### src/rtl/ram_stream_reader_pkg.sv
// Shared definitions for the RAM stream reader: sequencer state encoding and
// the default RAM geometry used wherever the data RAM is instantiated.
package ram_stream_reader_pkg;

    localparam int DEF_ADDR_W = 12;
    localparam int DEF_LEN_W  = 12;
    localparam int DEF_DATA_W = 32;

    typedef enum logic [1:0] {
        IDLE  = 2'd0,
        RUN   = 2'd1,
        DRAIN = 2'd2
    } state_t;

endpackage

### src/rtl/ram_stream_reader_if.sv
// RAM read port plus output stream of the reader; master = the reader,
// slave = the RAM/stream sink side.
interface ram_stream_reader_if
    import ram_stream_reader_pkg::*;
#(
    parameter int ADDR_W = DEF_ADDR_W,
    parameter int DATA_W = DEF_DATA_W
);

    logic              ram_we;
    logic [ADDR_W-1:0] ram_addr;
    logic [DATA_W-1:0] ram_data_in;
    logic [DATA_W-1:0] ram_data_out;
    logic              out_valid;
    logic              out_ready;
    logic [DATA_W-1:0] out_data;
    logic              out_last;

    modport master (
        output ram_we, ram_addr, ram_data_in,
        input  ram_data_out,
        output out_valid, out_data, out_last,
        input  out_ready
    );

    modport slave (
        input  ram_we, ram_addr, ram_data_in,
        output ram_data_out,
        input  out_valid, out_data, out_last,
        output out_ready
    );

endinterface

### src/rtl/ram_stream_reader_skid_fifo2.sv
// Two-entry synchronous FIFO carrying a data word plus its last flag; the head
// entry drives the stream directly, so it stays put until popped.
module skid_fifo2
    import ram_stream_reader_pkg::*;
#(
    parameter int DATA_W = DEF_DATA_W
) (
    input  logic              clk,
    input  logic              rst,
    input  logic              push,
    input  logic [DATA_W-1:0] push_data,
    input  logic              push_last,
    input  logic              pop,
    output logic              full,
    output logic              empty,
    output logic [1:0]        occ,
    output logic [DATA_W-1:0] head_data,
    output logic              head_last
);

    logic [DATA_W-1:0] data_q [2];
    logic [1:0]        last_q;
    logic              wr_ptr;
    logic              rd_ptr;
    logic [1:0]        count;

    // NOTE: sequential state uses non-blocking assignments so every register samples pre-edge values.
    always_ff @(posedge clk) begin
        if (rst) begin
            // NOTE: the entries are reset because the head entry is the visible out_data, which must read 0.
            data_q[0] <= '0;
            data_q[1] <= '0;
            last_q    <= '0;
            wr_ptr    <= 1'b0;
            rd_ptr    <= 1'b0;
            count     <= '0;
        end else begin
            if (push) begin
                data_q[wr_ptr] <= push_data;
                last_q[wr_ptr] <= push_last;
                wr_ptr         <= ~wr_ptr;
            end
            if (pop) begin
                rd_ptr <= ~rd_ptr;
            end
            count <= count + {1'b0, push} - {1'b0, pop};
        end
    end

    assign full      = (count == 2'd2);
    assign empty     = (count == 2'd0);
    assign occ       = count;
    assign head_data = data_q[rd_ptr];
    assign head_last = last_q[rd_ptr];

endmodule

### src/rtl/ram_stream_reader.sv
// Walks a contiguous RAM word range and emits it as a valid/ready stream.
// Optional RD_CHECKSUM_EN adds a running 32-bit sum of the handshaked words.
module ram_stream_reader
    import ram_stream_reader_pkg::*;
#(
    parameter int ADDR_W = DEF_ADDR_W,
    parameter int LEN_W  = DEF_LEN_W,
    parameter int DATA_W = DEF_DATA_W
) (
    input  logic                 clk,
    input  logic                 rst,
    input  logic                 start,
    input  logic [ADDR_W-1:0]    base_addr,
    input  logic [LEN_W-1:0]     length,
    output logic                 busy,
    output logic                 done,
`ifdef RD_CHECKSUM_EN
    output logic [31:0]          checksum,
`endif
    ram_stream_reader_if.master  rd
);

    state_t            state, state_n;
    logic [LEN_W-1:0]  len_q;
    logic [LEN_W-1:0]  rd_cnt;
    logic [LEN_W-1:0]  rd_cnt_inc;
    logic [ADDR_W-1:0] addr_q;
    logic              issue, issue_last, done_n;

    // p1: a read was issued last edge; dv: ram_data_out holds an uncaptured word.
    logic              p1, p1_last;
    logic              dv, dv_last;

    logic              full, empty, push, pop;
    logic [1:0]        occ, occ_next;
    logic [DATA_W-1:0] head_data;
    logic              head_last;
    logic              dv_next, room;
    logic              done_q;

    assign pop        = !empty && rd.out_ready;
    assign push       = dv && (!full || pop);
    assign occ_next   = occ - {1'b0, pop} + {1'b0, push};
    assign dv_next    = p1 || (dv && !push);
    assign rd_cnt_inc = rd_cnt + 1'b1;

    // With the address held, the RAM keeps presenting the last word, which acts
    // as a third slot; a new read is only safe if that word can land next edge.
    assign room = !dv_next || (occ_next <= 2'd1);

    always_ff @(posedge clk) begin
        if (rst) begin
            state <= IDLE;
        end else begin
            state <= state_n;
        end
    end

    // NOTE: every variable gets a default first so no path infers a latch.
    always_comb begin
        state_n    = state;
        issue      = 1'b0;
        issue_last = 1'b0;
        done_n     = 1'b0;
        case (state)
            IDLE: begin
                if (start) begin
                    if (length == '0) begin
                        done_n = 1'b1;
                    end else begin
                        issue      = 1'b1;
                        issue_last = (length == LEN_W'(1));
                        state_n    = RUN;
                    end
                end
            end
            RUN: begin
                if (rd_cnt == len_q) begin
                    state_n = DRAIN;
                end else if (room) begin
                    issue      = 1'b1;
                    issue_last = (rd_cnt_inc == len_q);
                end
            end
            DRAIN: begin
                if (pop && head_last) begin
                    state_n = IDLE;
                    done_n  = 1'b1;
                end
            end
            default: state_n = IDLE;
        endcase
    end

    always_ff @(posedge clk) begin
        if (rst) begin
            len_q   <= '0;
            rd_cnt  <= '0;
            addr_q  <= '0;
            p1      <= 1'b0;
            p1_last <= 1'b0;
            dv      <= 1'b0;
            dv_last <= 1'b0;
            done_q  <= 1'b0;
        end else begin
            done_q  <= done_n;
            p1      <= issue;
            p1_last <= issue_last;
            if (state == IDLE && start) begin
                len_q <= length;
            end
            if (issue) begin
                addr_q <= (state == IDLE) ? base_addr : addr_q + 1'b1;
                rd_cnt <= (state == IDLE) ? LEN_W'(1) : rd_cnt_inc;
            end
            if (p1) begin
                dv      <= 1'b1;
                dv_last <= p1_last;
            end else if (push) begin
                dv <= 1'b0;
            end
        end
    end

    skid_fifo2 #(.DATA_W(DATA_W)) u_fifo (
        .clk       (clk),
        .rst       (rst),
        .push      (push),
        .push_data (rd.ram_data_out),
        .push_last (dv_last),
        .pop       (pop),
        .full      (full),
        .empty     (empty),
        .occ       (occ),
        .head_data (head_data),
        .head_last (head_last)
    );

`ifdef RD_CHECKSUM_EN
    logic [31:0] sum_q;

    always_ff @(posedge clk) begin
        if (rst) begin
            sum_q <= '0;
        end else if (state == IDLE && start) begin
            sum_q <= '0;
        end else if (pop) begin
            sum_q <= sum_q + head_data[31:0];
        end
    end

    assign checksum = sum_q;
`endif

    assign busy           = (state != IDLE);
    assign done           = done_q;
    assign rd.ram_we      = 1'b0;
    assign rd.ram_data_in = '0;
    assign rd.ram_addr    = addr_q;
    assign rd.out_valid   = !empty;
    assign rd.out_data    = head_data;
    assign rd.out_last    = head_last;

endmodule

### src/flat_wrapper.sv
// flat-port wrapper written by rule: the top's interface ports become plain ports
module ram_stream_reader_flat import ram_stream_reader_pkg::*;
#(
    parameter int ADDR_W = DEF_ADDR_W,
    parameter int LEN_W  = DEF_LEN_W,
    parameter int DATA_W = DEF_DATA_W
)
  (clk, rst, start, base_addr, length, busy, done, rd_ram_we, rd_ram_addr, rd_ram_data_in, rd_ram_data_out, rd_out_valid, rd_out_data, rd_out_last, rd_out_ready);
  ram_stream_reader_if #(.ADDR_W(ADDR_W), .DATA_W(DATA_W)) rd_i ();
  input  logic clk;
  input  logic rst;
  input  logic start;
  input  logic [ADDR_W-1:0] base_addr;
  input  logic [LEN_W-1:0] length;
  output logic busy;
  output logic done;
  output wire logic [$bits(rd_i.ram_we)-1:0] rd_ram_we;
  output wire logic [$bits(rd_i.ram_addr)-1:0] rd_ram_addr;
  output wire logic [$bits(rd_i.ram_data_in)-1:0] rd_ram_data_in;
  input wire logic [$bits(rd_i.ram_data_out)-1:0] rd_ram_data_out;
  output wire logic [$bits(rd_i.out_valid)-1:0] rd_out_valid;
  output wire logic [$bits(rd_i.out_data)-1:0] rd_out_data;
  output wire logic [$bits(rd_i.out_last)-1:0] rd_out_last;
  input wire logic [$bits(rd_i.out_ready)-1:0] rd_out_ready;
  assign rd_ram_we = rd_i.ram_we;
  assign rd_ram_addr = rd_i.ram_addr;
  assign rd_ram_data_in = rd_i.ram_data_in;
  assign rd_i.ram_data_out = rd_ram_data_out;
  assign rd_out_valid = rd_i.out_valid;
  assign rd_out_data = rd_i.out_data;
  assign rd_out_last = rd_i.out_last;
  assign rd_i.out_ready = rd_out_ready;
  ram_stream_reader #(.ADDR_W(ADDR_W), .LEN_W(LEN_W), .DATA_W(DATA_W)) u_core (.clk(clk), .rst(rst), .start(start), .base_addr(base_addr), .length(length), .busy(busy), .done(done), .rd(rd_i));
endmodule
### config.mk
export PLATFORM = sky130hd
export DESIGN_NAME = ram_stream_reader_flat
export DESIGN_NICKNAME = d
export VERILOG_FILES = /design/src/rtl/ram_stream_reader_pkg.sv /design/src/rtl/ram_stream_reader_if.sv /design/src/rtl/ram_stream_reader_skid_fifo2.sv /design/src/rtl/ram_stream_reader.sv /design/src/flat_wrapper.sv
export SDC_FILE = /design/constraint.sdc
export NUM_CORES = 1
export LEC_CHECK = 0
export ABC_AREA = 1
export CORE_MARGIN = 5
export CORE_UTILIZATION = 54
export CTS_CLUSTER_DIAMETER = 60
export DETAILED_ROUTE_END_ITERATION = 10
export GPL_TIMING_DRIVEN = 0
export PLACE_DENSITY_LB_ADDON = 0.12
export SETUP_SLACK_MARGIN = 0.05
export SLEW_MARGIN = 20
export SYNTH_ARGS = -nofsm -noshare
export SYNTH_HDL_FRONTEND = slang
export SYNTH_SLANG_ARGS = --single-unit
export TNS_END_PERCENT = 50
### constraint.sdc
create_clock -name clk -period 4.62 [get_ports clk]
set_input_delay 0.924 -clock clk [delete_from_list [all_inputs] [get_ports clk]]
set_output_delay 0.924 -clock clk [all_outputs]
set_load 0.02 [all_outputs]
### Yosys cells after proc, flatten, opt, wreduce, memory -nomap -nowiden

Memories as Yosys holds them, arrays and structs flattened. A register that Yosys moved wholly into a read port is not among the register bits.
Index checks and enable logic that the tools add are counted.

* logic and storage cells: 94
* memories: 1
* flip-flop bits (word level): 49
* input bits: 60
* RAM bits: 64
* output and inout bits: 81

Memories
* u_core.u_fifo.data_q: words 2, width 32, rd ports 1, clocked after Yosys merged registers in 1, write ports 2, RTL line ram_stream_reader_skid_fifo2.sv:21 `logic [DATA_W-1:0] data_q [2];`

* eq/ne operators: 10
* multiplexer cells: 38
* reductions and logical operators: 20
* bitwise operators: 2
* add/sub/neg operators: 6
* magnitude comparators: 4

Operators with widths (number)
* $mux 32: 1
* $reduce_or 32->1: 1
* $mux 1: 25
* $add 12x1->12 const B: 2
* $eq 12x12->1: 2
* $mux 12: 2
* $eq 12x1->1 const B: 1
* $logic_not 12->1: 1
* $mux 2: 4
* $logic_and 1x1->1: 6
* $pmux 1 s2: 3
* $pmux 2 s3: 1
* $add 2x1->2: 2
* $eq 2x2->1 const B: 2
* $logic_not 1->1: 4
* $logic_not 2->1: 2
* $lt 1x2->1 const B: 2
* $ne 2x1->1 const B: 2
* $ne 2x2->1 const B: 2
* $reduce_and 4->1: 1
* $reduce_bool 2->1: 2
* $sub 2x1->2: 2
* $logic_or 1x1->1: 3
* $bwmux 2: 1
* 5 further kinds: 6

### Depth between registers and ports, before layout

Gate-level depths: netlist of the first run.

* depth after elaboration: 13
* gate-level depth with buffers: 14
* depth with buffers taken out: 13

### Modules after synthesis

Synthesis of the first run repeated with hierarchy kept, for this count alone.

* cell total of the unflattened synthesis: 745
* area, all modules: 6063.3 sq um

Modules (own cells, without submodules)
* skid_fifo2: area each 3045.4 sq um, sequential area each 2062.0 sq um, instances 1, cells an instance 248
* ram_stream_reader: area each 3017.9 sq um, sequential area each 860.8 sq um, instances 1, cells an instance 497

### Least setup slack after synthesis of the first run

Ideal clock, no wire load.

* path type: input -> register
* start point: input rst
* end point: memory u_core.u_fifo.data_q[0][0] (netlist bit) (enable)
* buffers on the path: 2
* cell stages on the path: 5
* data required time: 4.141 ns
* setup slack: 1.799 ns
* arrival time: 2.343 ns
* library setup time: 0.479 ns
* cells stage by stage: buf_2 > clkinv_1 > nand3_1 > clkbuf_1 > nand2_1

RTL lines
* start, declared: RTL line flat_wrapper.sv:11 `input logic rst;`
* end, declared: RTL line ram_stream_reader_skid_fifo2.sv:21

==> summary.txt, run 1 <==
Outcome
  – Status: completed

Floorplan
  – Core box area: 10800 sq um
  – Die Area: 13100 sq um
  – DIE WIDTH: 115 microns
  – Die Span Y: 115 microns
  – Initial core utilization: 0.547
  – # IOs: 141
  – Row Count: 38

Synth
  – Largest family of logic cells by synthesized area: simple AND/OR/NAND/NOR gates
  – Post-synthesis sequential area ratio: 0.495
  – Synth Area in Compound Gates: 0.0642
  – Synthesized area per cell: 8.21 sq um
  – Synth top area share: 0.325
  – Ranking of synthesized cells by area: edfxtp_1 33%, dfxtp_1 17%, nand2_1 9.0%
  – Most used DFF post-synth: edfxtp_1
  – Leading area contributor after synthesis: edfxtp_1
  – Yosys reg bits: 114
  – Synth Instances: 719
  – Number of flops mapped to enable cells by yosys: 64
  – Xor/xnor share of the synthesized area: 0.0146
  – Synth Area in Adders: 0.00848
  – Synthesized area: 5900 sq um
  – Synth unique cells: 34
  – Simple-Gate Fraction of Synth Area: 0.233
  – YS warnings: 0
  – Asr flop ratio synth: 0
  – Multiplexer share of the synthesized area: 0.0610

Layout
  – Number of nets in the layout: 941
  – Most common cell after layout, fill and taps aside: nand2_1
  – Most frequent cells in the layout: 139 x nand2_1, 125 x nor2_1, 106 x clkdlybuf4s50_1
  – Register Area: 2920 sq um
  – Footprint of the multi-input gates: 2380 sq um
  – Ant. Diodes: 0
  – Fillcell total: 847
  – Share of cells above drive strength 1: 0.137
  – Fin cells: 1030
  – Layout area overhead: 33.6%
  – Final instance area: 7890 sq um
  – Utilization after layout: 0.731

Drt
  – Wire per inst: 13.9 microns
  – Vias: 5123
  – Routed WL: 14300 microns
  – Initial DRC Count: 311
  – DRC violations left: 0
  – DRT Pass-1 Iters: 5
  – Final ANT Viol Nets: 0
  – Via density per instance: 4.97

Clock network
  – CTS tree: built
  – Clock transition at path regs: 60 ps
  – CTS Hold Bufs: 0
  – Sink Count: 114
  – H-tree Lvls: 4
  – CTS root buffer: clkbuf_8
  – CTS max path bufs: 2
  – Post-CTS Setup Bufs: 0
  – Clk_lat worst skew: 500 ps
  – Cts bufs inserted: 17
  – Post_cts resized: 0

Timing
  – Slew HR: 0.479
  – TNS Setup: 0 ps
  – Pin slew with the least headroom to its limit: 778 ps
  – Setup Viol. Count Final: 0
  – Worst hold margin: 477 ps
  – Final WS setup: 1210 ps
  – Fmax achieved: 293 MHz
  – Final Hold Viols: 0
  – RSZ-0062 raised after global routing: false
  – Max-slew violation count: 0
  – Fin crit period: 3410 ps
  – Clk_skew: 5.59 ps
  – Tcrit/Tclk final: 0.738

Worst setup path
  – Stages on the worst setup path: 4
  – Worst path bufs/invs: 3
  – Crit path largest cell delay: 560 ps
  – CP cell instances: clkbuf_1, buf_1, mux2_2, clkdlybuf4s50_1
  – WS Path Type: flop to output port
  – Setup crit start kind: flop
  – CP Data Arrival Time: 2490 ps
  – CP required: 3700 ps
  – Crit Path Max Fanout: 10
  – Worst R2R Path Depth: 6
  – Worst path top cell family by delay: buffers and inverters
  – CP Capture Type: output port
  – CP max-delay cell: clkdlybuf4s50_1

Power
  – Peak supply drop: 0.252 mV
  – Lkg Pwr: 3.51 nW
  – Cell Pwr Density: 418 nW/um^2
  – Total power draw: 3.30 mW

Global routing
  – Number of global-route vias before repair: 5010
  – Wire length of the first global-routing pass: 22900 microns
  – Total Routing Usage GR: 0.219
  – Initial antenna violation count: 0
  – Largest net degree at the start of global routing: 33
  – Overflow after GRT: 0

Placement
  – Placement Setup Slack: 1110 ps
  – Hpwl dp: 10200 microns
  – Placed cell areas: 7290 sq um
  – I/O Buffers: 106
  – Placed cells: 998
  – GP Congestion: 0.922

Job
  – Maxcap violations: 0

Min path
  – Worst min-delay path class: flop to flop
  – Hold depth: 2
## synth_stat cells, types with 3 or more instances
library cell / count
o21ai_0: 28
nor3_1: 5
nand3b_1: 3
xor2_1: 4
dfxtp_1: 50
inv_1: 91
nand3_1: 41
o31ai_1: 4
nand2_1: 141
clkbuf_1: 13
buf_1: 4
ha_1: 4
inv_2: 4
edfxtp_1: 64
xnor2_1: 4
nor2_2: 5
nand4_1: 4
nor4_1: 4
a21oi_1: 34
mux2_2: 32
buf_4: 36
buf_2: 4
nor2_1: 125
## tightest hold or removal path, stage by stage (launching register included)
cell and delay (ps):
dfxtp_1 300, inv_1 60, o22ai_1 70
## final timing paths
kind	startpoint	endpoint	slack, ps
worst max-delay path	flop	rd_out_data[21]	1210
worst min-delay path	u_core.u_fifo.last_q[1]$_SDFFE_PP0P_	u_core.u_fifo.last_q[1]$_SDFFE_PP0P_	480
worst max register to register	u_core.u_fifo.occ[0]$_SDFF_PP0_	u_core.u_fifo.data_q[0][10]$_SDFFCE_PN0P_	2160
worst min register to register	u_core.u_fifo.last_q[1]$_SDFFE_PP0P_	u_core.u_fifo.last_q[1]$_SDFFE_PP0P_	480
## cell type report
| class | count | area share |
|---|---|---|
| flip-flops and latches | 114 | 0.371 |
| multi-input cells | 483 | 0.302 |
| repair buffers | 107 | 0.138 |
| clock buffers | 17 | 0.0525 |
| plain buffers | 58 | 0.0463 |
| inverters | 96 | 0.0457 |
| clock inverters | 15 | 0.0228 |
| well taps | 140 | 0.0222 |
## where the power goes
part	leakage (nW)	internal [mW]	switching [mW]	total, mW
combinational	2.15	0.367	0.431	0.798
clock	0.287	0.825	0.477	1.30
sequential	1.07	1.15	0.0469	1.20
total	3.51	2.34	0.955	3.30
## registers in the layout (all words and copies together), names as in the netlist, 2 cells and up, named ones only
| register | cells |
|---|---|
| u_core.u_fifo.data_q | 64 |
| u_core.len_q | 12 |
| u_core.rd.ram_addr | 12 |
| u_core.rd_cnt | 12 |
| u_core.state | 2 |
| u_core.u_fifo.last_q | 2 |
| u_core.u_fifo.occ | 2 |
## per-layer routing
layer / wire length, microns / part of all wire / global-route usage
met1: 5880 / 0.41 / 0.262
met2: 7190 / 0.50 / 0.380
met3: 1010 / 0.070 / 0.0603
met4: 212 / 0.015 / 0.0728
met5: 0 / 0 / 0
## kinds of logic (layout without fill, tap and decap cells)
family	count (synthesis)	after routing
buffers and inverters	154	293
AND/OR/NAND/NOR	333	333
AO/OA/AOI/OAI	72	72
XOR/XNOR	9	9
multiplexers	32	32
adder cells (fa/ha/maj)	4	4
flip-flops	114	114
other	1	33
Note: power is estimated with default switching activity, not from simulation.
==> run 2: changes to the inputs <==
- CORE_UTILIZATION: 54 -> 50
- clock period: 4.62 -> 3.3 ns (I/O delays scaled with it)
==> run 2 against run 1 <==
Against the previous run: critical path depth unchanged; sequential share of layout area up 0.059 points; combinational power up 40%; total power up 39%; count of clock-buffer cells in the layout up 4; setup slack worse by 950 ps; core utilization down 4.7 points; clock skew up 3.8 ps.
==> summary.txt, run 2 (synthesized netlist as in run 1, its figures left out) <==
Min path
  – Min-delay src: u_core.len_q[4]$_SDFFE_PP0P_
  – Hold depth: 2
  – Worst min-delay path class: flop to flop
  – Worst Hold Path EP: u_core.len_q[4]$_SDFFE_PP0P_

Layout
  – Max reg flops: 64
  – Register Area: 2920 sq um
  – Ant. Diodes: 0
  – Number of nets in the layout: 941
  – Footprint of the multi-input gates: 2380 sq um
  – Layout area overhead: 33.4%
  – Most frequent cells in the layout: 139 x nand2_1, 125 x nor2_1, 106 x clkdlybuf4s50_1
  – Top reg by flops: u_core.u_fifo.data_q
  – Share of cells above drive strength 1: 0.130
  – Utilization after layout: 0.684
  – Fin cells: 1033
  – Fillcell total: 956
  – Most common cell after layout, fill and taps aside: nand2_1

Clock network
  – Clock transition at path regs: 50 ps
  – H-tree Lvls: 4
  – CTS root buffer: clkbuf_16
  – CTS Hold Bufs: 0
  – Post_cts resized: 0
  – Post-CTS Setup Bufs: 0
  – Sink Count: 114
  – CTS tree: built
  – Clk_lat worst skew: 400 ps
  – CTS max path bufs: 2
  – Cts bufs inserted: 17

Drt
  – Via density per instance: 4.87
  – Wire per inst: 13.9 microns
  – DRC violations left: 0
  – Vias: 5033
  – Final ANT Viol Nets: 0
  – DRT Pass-1 Iters: 5
  – Initial DRC Count: 346
  – Routed WL: 14300 microns

Power
  – Peak supply drop: 0.288 mV
  – Sequential fraction of design power: 0.365
  – Sw Ratio: 0.280
  – Lkg Pwr: 3.50 nW
  – Cell-internal power: 3.30 mW
  – Clk pwr share: 0.391
  – Cell Pwr Density: 582 nW/um^2
  – Gate power share: 0.244
  – NetSw: 1.28 mW
  – Total power draw: 4.59 mW

Floorplan
  – Row Count: 39
  – DIE WIDTH: 119 microns
  – Die Span Y: 119 microns
  – Die Area: 14100 sq um
  – Initial core utilization: 0.513
  – Core box area: 11500 sq um
  – # IOs: 141

Global routing
  – Wire length of the first global-routing pass: 24500 microns
  – Total Routing Usage GR: 0.210
  – Largest net degree at the start of global routing: 33
  – Overflow after GRT: 0
  – Number of global-route vias before repair: 5184
  – Initial antenna violation count: 0

Worst setup path
  – Reg2reg end: u_core.u_fifo.data_q[0][3]$_SDFFCE_PN0P_
  – Reg2Reg Launch Point: u_core.u_fifo.occ[0]$_SDFF_PP0_
  – Worst R2R Path Depth: 6
  – Crit Path Max Fanout: 10
  – CP required: 2640 ps
  – CP Capture Type: output port
  – WS Path Type: flop to output port
  – Setup crit start kind: flop
  – Reg2reg setup slack: 760 ps
  – CP Data Arrival Time: 2380 ps

Timing
  – RSZ-0062 raised after global routing: false
  – Fmax achieved: 329 MHz
  – Final WS setup: 258 ps
  – Final Hold Viols: 0
  – Setup Viol. Count Final: 0
  – Worst hold margin: 473 ps
  – Fin crit period: 3040 ps
  – Slew HR: 0.439
  – Max-slew violation count: 0
  – Clk_skew: 9.38 ps
  – Pin slew with the least headroom to its limit: 839 ps
  – Tcrit/Tclk final: 0.922

Job
  – Maxcap violations: 0

Placement
  – Hpwl dp: 10300 microns
  – Placement Setup Slack: -13.7 ps
  – I/O Buffers: 106
  – Placed cells: 1001
  – GP Congestion: 0.896

Outcome
  – Status: completed
==> run 2: changes by cell type in the layout (fill, tap and decap cells not counted) <==
cell | before | now
clkbuf_1 | 13 | 17
inv_6 | 4 | 0
clkinv_1 | 2 | 4
clkinv_4 | 3 | 1
clkbuf_16 | 16 | 17
clkbuf_8 | 1 | 0
clkinv_2 | 2 | 1
clkinvlp_4 | 2 | 3
==> run 2: through the flow <==
stage               setup TNS, ps  instance area [sq um]
floorplan                       0                   6020
global placement           -14430                   7260
detailed placement           -362                   7300
CTS                             0                   7880
global route                    0                   7880
finish                          0                   7880
==> run 2: worst max-delay path by stage <==
stage / startpoint / endpoint / slack (ps) / cells after the start
6_report: flop / rd_out_data[5] / 260 / 4
2_1_floorplan: rst / u_core.u_fifo.data_q[0][0]$_SDFFCE_PN0P_ / 740 / 5
4_1_cts: flop / rd_out_data[2] / 220 / 4
3_3_place_gp: rd_out_ready / u_core.u_fifo.data_q[0][4]$_SDFFCE_PN0P_ / -450 / 8
5_1_grt: flop / rd_out_data[19] / 130 / 4
3_5_place_dp: rd_out_ready / u_core.u_fifo.data_q[0][10]$_SDFFCE_PN0P_ / -10 / 8
==> run 2: cell type report <==
| class | instances | area share |
|---|---|---|
| sequential | 114 | 0.371 |
| multi-input combinational | 483 | 0.302 |
| timing repair buffer | 107 | 0.138 |
| clock buffer | 21 | 0.0559 |
| buffer | 58 | 0.0464 |
| inverter | 96 | 0.0458 |
| tap | 143 | 0.0227 |
| clock inverter | 11 | 0.0175 |
==> run 2: metal layers <==
metal,up-vias,global-route usage,share of wire
li1,2561,-,-
met2,167,0.366,0.50
met3,16,0.0516,0.058
met4,0,0.0644,0.012
met5,-,0,0
met1,2289,0.258,0.43
==> run 2: worst max-delay path: stages (launching register included) <==
cell             delay, ps
dfxtp_1                300
clkbuf_1               230
buf_1                  490
mux2_2                 410
clkdlybuf4s50_1        540
==> run 2: power by group through the flow <==
| stage | logic [mW] | clock network [mW] | registers, mW |
|---|---|---|---|
| after CTS | 1.12 | 1.81 | 1.68 |
| after detailed placement | 1.12 | 0 | 1.70 |
| after global placement | 1.09 | 0 | 1.70 |
| after global routing | 1.22 | 1.88 | 1.69 |
| after floorplan | 0.662 | 0 | 1.72 |
| final | 1.12 | 1.79 | 1.68 |
==> run 3: changes to the inputs <==
- PLACE_DENSITY: not set -> 0.8
- PLACE_DENSITY_LB_ADDON: 0.12 -> not set
==> run 3 against run 2 <==
Against the previous run: global-route usage shrank 0.26 points; sequential cell count is the same; via count grew 1.2%; clock power grew 4%; worst hold slack lost 4.7 ps; core utilization is essentially flat; first-iteration DRC count grew 3.8%; clock skew grew 1.1 ps; wire length grew 0.47%; sequential power is essentially flat; die area is the same; critical path type unchanged.
==> summary.txt, run 3 (synthesized netlist as in run 1, its figures left out) <==
Global routing
  – Overflow after GRT: 0
  – Wire length of the first global-routing pass: 23500 microns
  – Initial antenna violation count: 0
  – Largest net degree at the start of global routing: 35
  – Total Routing Usage GR: 0.208
  – Number of global-route vias before repair: 4918

Drt
  – Initial DRC Count: 359
  – Via density per instance: 4.93
  – DRT Pass-1 Iters: 6
  – Vias: 5092
  – Routed WL: 14400 microns
  – DRC violations left: 0
  – Final ANT Viol Nets: 0
  – Wire per inst: 13.9 microns

Timing
  – Setup Viol. Count Final: 0
  – TNS Setup: 0 ps
  – Fin crit period: 3090 ps
  – Pin slew with the least headroom to its limit: 845 ps
  – Fmax achieved: 324 MHz
  – RSZ-0062 raised after global routing: false
  – Final WS setup: 209 ps
  – Clk_skew: 10.5 ps
  – Final Hold Viols: 0
  – Max-slew violation count: 0
  – Slew HR: 0.434
  – Tcrit/Tclk final: 0.937

Layout
  – Layout area overhead: 33.4%
  – Utilization after layout: 0.684
  – Share of cells above drive strength 1: 0.135
  – Fin cells: 1032
  – Top reg by flops: u_core.u_fifo.data_q
  – Most common cell after layout, fill and taps aside: nand2_1
  – Ant. Diodes: 0
  – Max reg flops: 64
  – Most frequent cells in the layout: 139 x nand2_1, 125 x nor2_1, 106 x clkdlybuf4s50_1
  – Number of nets in the layout: 940

Clock network
  – CTS max path bufs: 2
  – Post_cts resized: 0
  – Clk_lat worst skew: 410 ps
  – Post-CTS Setup Bufs: 0
  – H-tree Lvls: 4
  – Cts bufs inserted: 17
  – Clock transition at path regs: 50 ps
  – CTS root buffer: clkbuf_16
  – Sink Count: 114
  – CTS tree: built
  – CTS Hold Bufs: 0

Power
  – Sequential fraction of design power: 0.360
  – Cell-internal power: 3.31 mW
  – Clk pwr share: 0.401
  – Peak supply drop: 0.405 mV
  – Sw Ratio: 0.288
  – Lkg Pwr: 3.50 nW
  – Gate power share: 0.240
  – NetSw: 1.34 mW
  – Cell Pwr Density: 591 nW/um^2

Floorplan
  – Core box area: 11500 sq um
  – # IOs: 141
  – DIE WIDTH: 119 microns
  – Die Area: 14100 sq um
  – Die Span Y: 119 microns
  – Initial core utilization: 0.513
  – Row Count: 39

Worst setup path
  – CP cell instances: clkbuf_1, buf_1, mux2_2, clkdlybuf4s50_1
  – CP required: 2640 ps
  – CP Capture Type: output port
  – CP max-delay cell: clkdlybuf4s50_1
  – CP Data Arrival Time: 2430 ps
  – Setup crit start kind: flop
  – WS Path Type: flop to output port
  – Crit path largest cell delay: 570 ps
  – Crit Path Max Fanout: 10

Placement
  – Placement Setup Slack: 106 ps
  – Hpwl dp: 10300 microns
  – Placed cells: 1000
  – I/O Buffers: 106
  – GP Congestion: 0.908

Outcome
  – Status: completed

Job
  – Maxcap violations: 0

Min path
  – Worst min-delay path class: flop to flop
==> run 3: power groups by stage <==
stage	Clock [mW]	Combinational [mW]	Sequential [mW]
final	1.86	1.12	1.67
after global routing	1.96	1.21	1.69
after CTS	1.89	1.12	1.67
after detailed placement	0	1.11	1.70
after global placement	0	1.10	1.70
after floorplan	0	0.662	1.72
==> run 3: worst max-delay path, delay by kind of cell, from the launching register on <==
kind | cells | cell delay, ps
mux | 1 | 410
buf+inv | 3 | 1310
flops | 1 | 300
==> run 3: layout make-up <==
class	count	area, sq um
plain buffers	58	365
flip-flops and latches	114	2920
clock buffers	17	425
inverters	96	360
fillers	917	3640
clock inverters	15	184
multi-input cells	483	2380
repair buffers	106	1060
well taps	143	179
==> run 3: path summary, 6_finish.rpt <==
kind	slack, ps	from	end	cells past startpoint
hold reg to reg	470	u_core.len_q[11]$_SDFFE_PP0P_	u_core.len_q[11]$_SDFFE_PP0P_	2
setup reg to reg	870	u_core.u_fifo.occ[0]$_SDFF_PP0_	u_core.u_fifo.data_q[0][23]$_SDFFCE_PN0P_	6
setup / recovery	210	flop	rd_out_data[30]	4
hold / removal	470	u_core.len_q[11]$_SDFFE_PP0P_	u_core.len_q[11]$_SDFFE_PP0P_	2
==> run 3: through the flow <==
step	instance area, sq um	power, mW	hold WS [ps]
2_1_floorplan	6020	2.38	443
3_3_place_gp	7260	2.80	457
3_5_place_dp	7270	2.81	461
4_1_cts	7880	4.69	470
5_1_grt	7880	4.86	493
6_report	7880	4.65	468
==> run 3: metal layers <==
| layer | routed length, microns | track usage |
|---|---|---|
| met4 | 138 | 0.0666 |
| met3 | 863 | 0.0544 |
| met2 | 7090 | 0.356 |
| met1 | 6290 | 0.256 |
| met5 | 0 | 0 |
==> edit: new RTL, config.mk and constraints of run 3 <==
Encoding of `state_t`: now one-hot (3 bits for 3 states).
--- a/src/rtl/ram_stream_reader_pkg.sv
+++ b/src/rtl/ram_stream_reader_pkg.sv
@@ -7,8 +7,8 @@
     localparam int DEF_DATA_W = 32;
 
-    typedef enum logic [1:0] {
-        IDLE  = 2'd0,
-        RUN   = 2'd1,
-        DRAIN = 2'd2
+    typedef enum logic [2:0] {
+        IDLE  = 3'b001,
+        RUN   = 3'b010,
+        DRAIN = 3'b100
     } state_t;
 
Formal check against the unedited RTL: no difference found for any inputs over 10 cycles, from zero or initial values and one cycle with rst high; not proved beyond that.
==> edit against run 3 <==
Wire length fell by 1.4%; synthesized cell count shrank 0.56%; critical endpoint is now rd_out_data[28]; cell count about the same; sequential cell count is 1 higher; total power up 2.7%; maximum frequency increased by 1.7%; design area is 2.0% higher; worst setup slack improved by 0.052 ns; area after synthesis grew 2.0%.
==> edit: results <==
set metrics [dict create \
    layout-drive-gt1-share_pct 15.2 \
    crit_end "rd_out_data[28]" \
    reg2regPathDepth 13 \
    final_nets 938 \
    synth_top_cells_by_count "nand2_1 (117), nor2_1 (113), inv_1 (88)" \
    grt_pass1_wl_um 23500 \
    irDropWorstVdd_v 0.000385 \
    grt_max_degree 33 \
    cts.htree.levels 4 \
    fillers 966 \
    synth_area_leaders "edfxtp_1 (32%), dfxtp_1 (17%), nand2_1 (7.3%), nor2_1 (7.0%), mux2_2 (6.0%)" \
    p_leak_nw 3.53 \
    yosysUniqueCellTypes 37 \
    status "complete, no violations" \
    wl_um 14200 \
    grt_pass1_vias 5049 \
    place_congestion 0.858 \
    r2r-end "u_core.rd.ram_addr[8]" \
    min-delay-start "u_core.u_fifo.last_q[1]" \
    r2r_slack_ns 0.77 \
    track_usage_pct 20.4 \
    drt_first_pass_iters 5 \
    vias 5070 \
    arrival_ns 2.38 \
    place_hpwl_um 9920 \
    timing.final.crit_share_pct 92.1 \
    yosysSeqAreaShare_pct 48.9 \
]
edit: changes by cell type after synthesis, moves of 4 or more:
cell and change:
nor4_1 -4, nor2_1 -12, nand4_1 +8, nand3_1 +5
nand2_1 -24, xnor2_1 +4, o21ai_0 +8, nand2_2 +4
edit: cell families after synthesis:
kind of cell | share of synthesized area, %
AOI/OAI and AO/OA | 6.15
xor gates and xnor gates | 2.18
adders and majority gates | 1.04
buffers and inverters | 12.8
DFF | 48.9
muxes | 5.99
other | 0.0623
and+or+nand+nor | 22.9
edit: layer usage:
layer	track usage (%)	routed length, um	up-vias
met4	7.80	233	0
met1	25.3	6120	2308
met2	34.5	6840	178
li1	-	-	2564
met3	4.95	982	20
met5	0	0	-
edit: layout make-up:
class	instances	area (um2)	area share, %
sequential	115	2940	36.6
multi-input combinational	474	2430	30.2
timing repair buffer	107	1090	13.5
clock buffer	18	429	5.34
buffer	61	404	5.03
inverter	97	369	4.59
clock inverter	14	186	2.32
tap	147	184	2.29
edit: stage by stage:
step           total power [mW]  cells  setup TNS, ns  instance area (um2)  utilization, %
2_1_floorplan              2.44    747              0                 6140               -
3_3_place_gp               2.87   1000         -11.69                 7390            62.0
3_5_place_dp               2.88   1001              0                 7420            62.3
4_1_cts                    4.80   1033              0                 8030            67.4
5_1_grt                    4.99   1033              0                 8030            67.4
6_report                   4.78   1033              0                 8030            67.4
edit: power by group:
part	switching [mW]	internal, mW	leakage [nW]
combinational	0.638	0.536	2.16
clock	0.646	1.26	0.293
sequential	0.0762	1.63	1.08
edit: worst min path at each step:
stage,depth (start not counted),to,slack (ns)
2_1_floorplan,2,u_core.dv_last,0.44
3_3_place_gp,2,u_core.u_fifo.wr_ptr,0.46
3_5_place_dp,2,u_core.u_fifo.last_q[1],0.47
4_1_cts,2,u_core.u_fifo.wr_ptr,0.48
5_1_grt,2,u_core.u_fifo.wr_ptr,0.50
6_report,2,u_core.u_fifo.last_q[1],0.48
edit: worst max-delay path, cell delays in order (launching register included):
cell and delay [ns]:
dfxtp_1 0.30, clkbuf_1 0.23, buf_1 0.48, mux2_2 0.40
clkdlybuf4s50_1 0.55
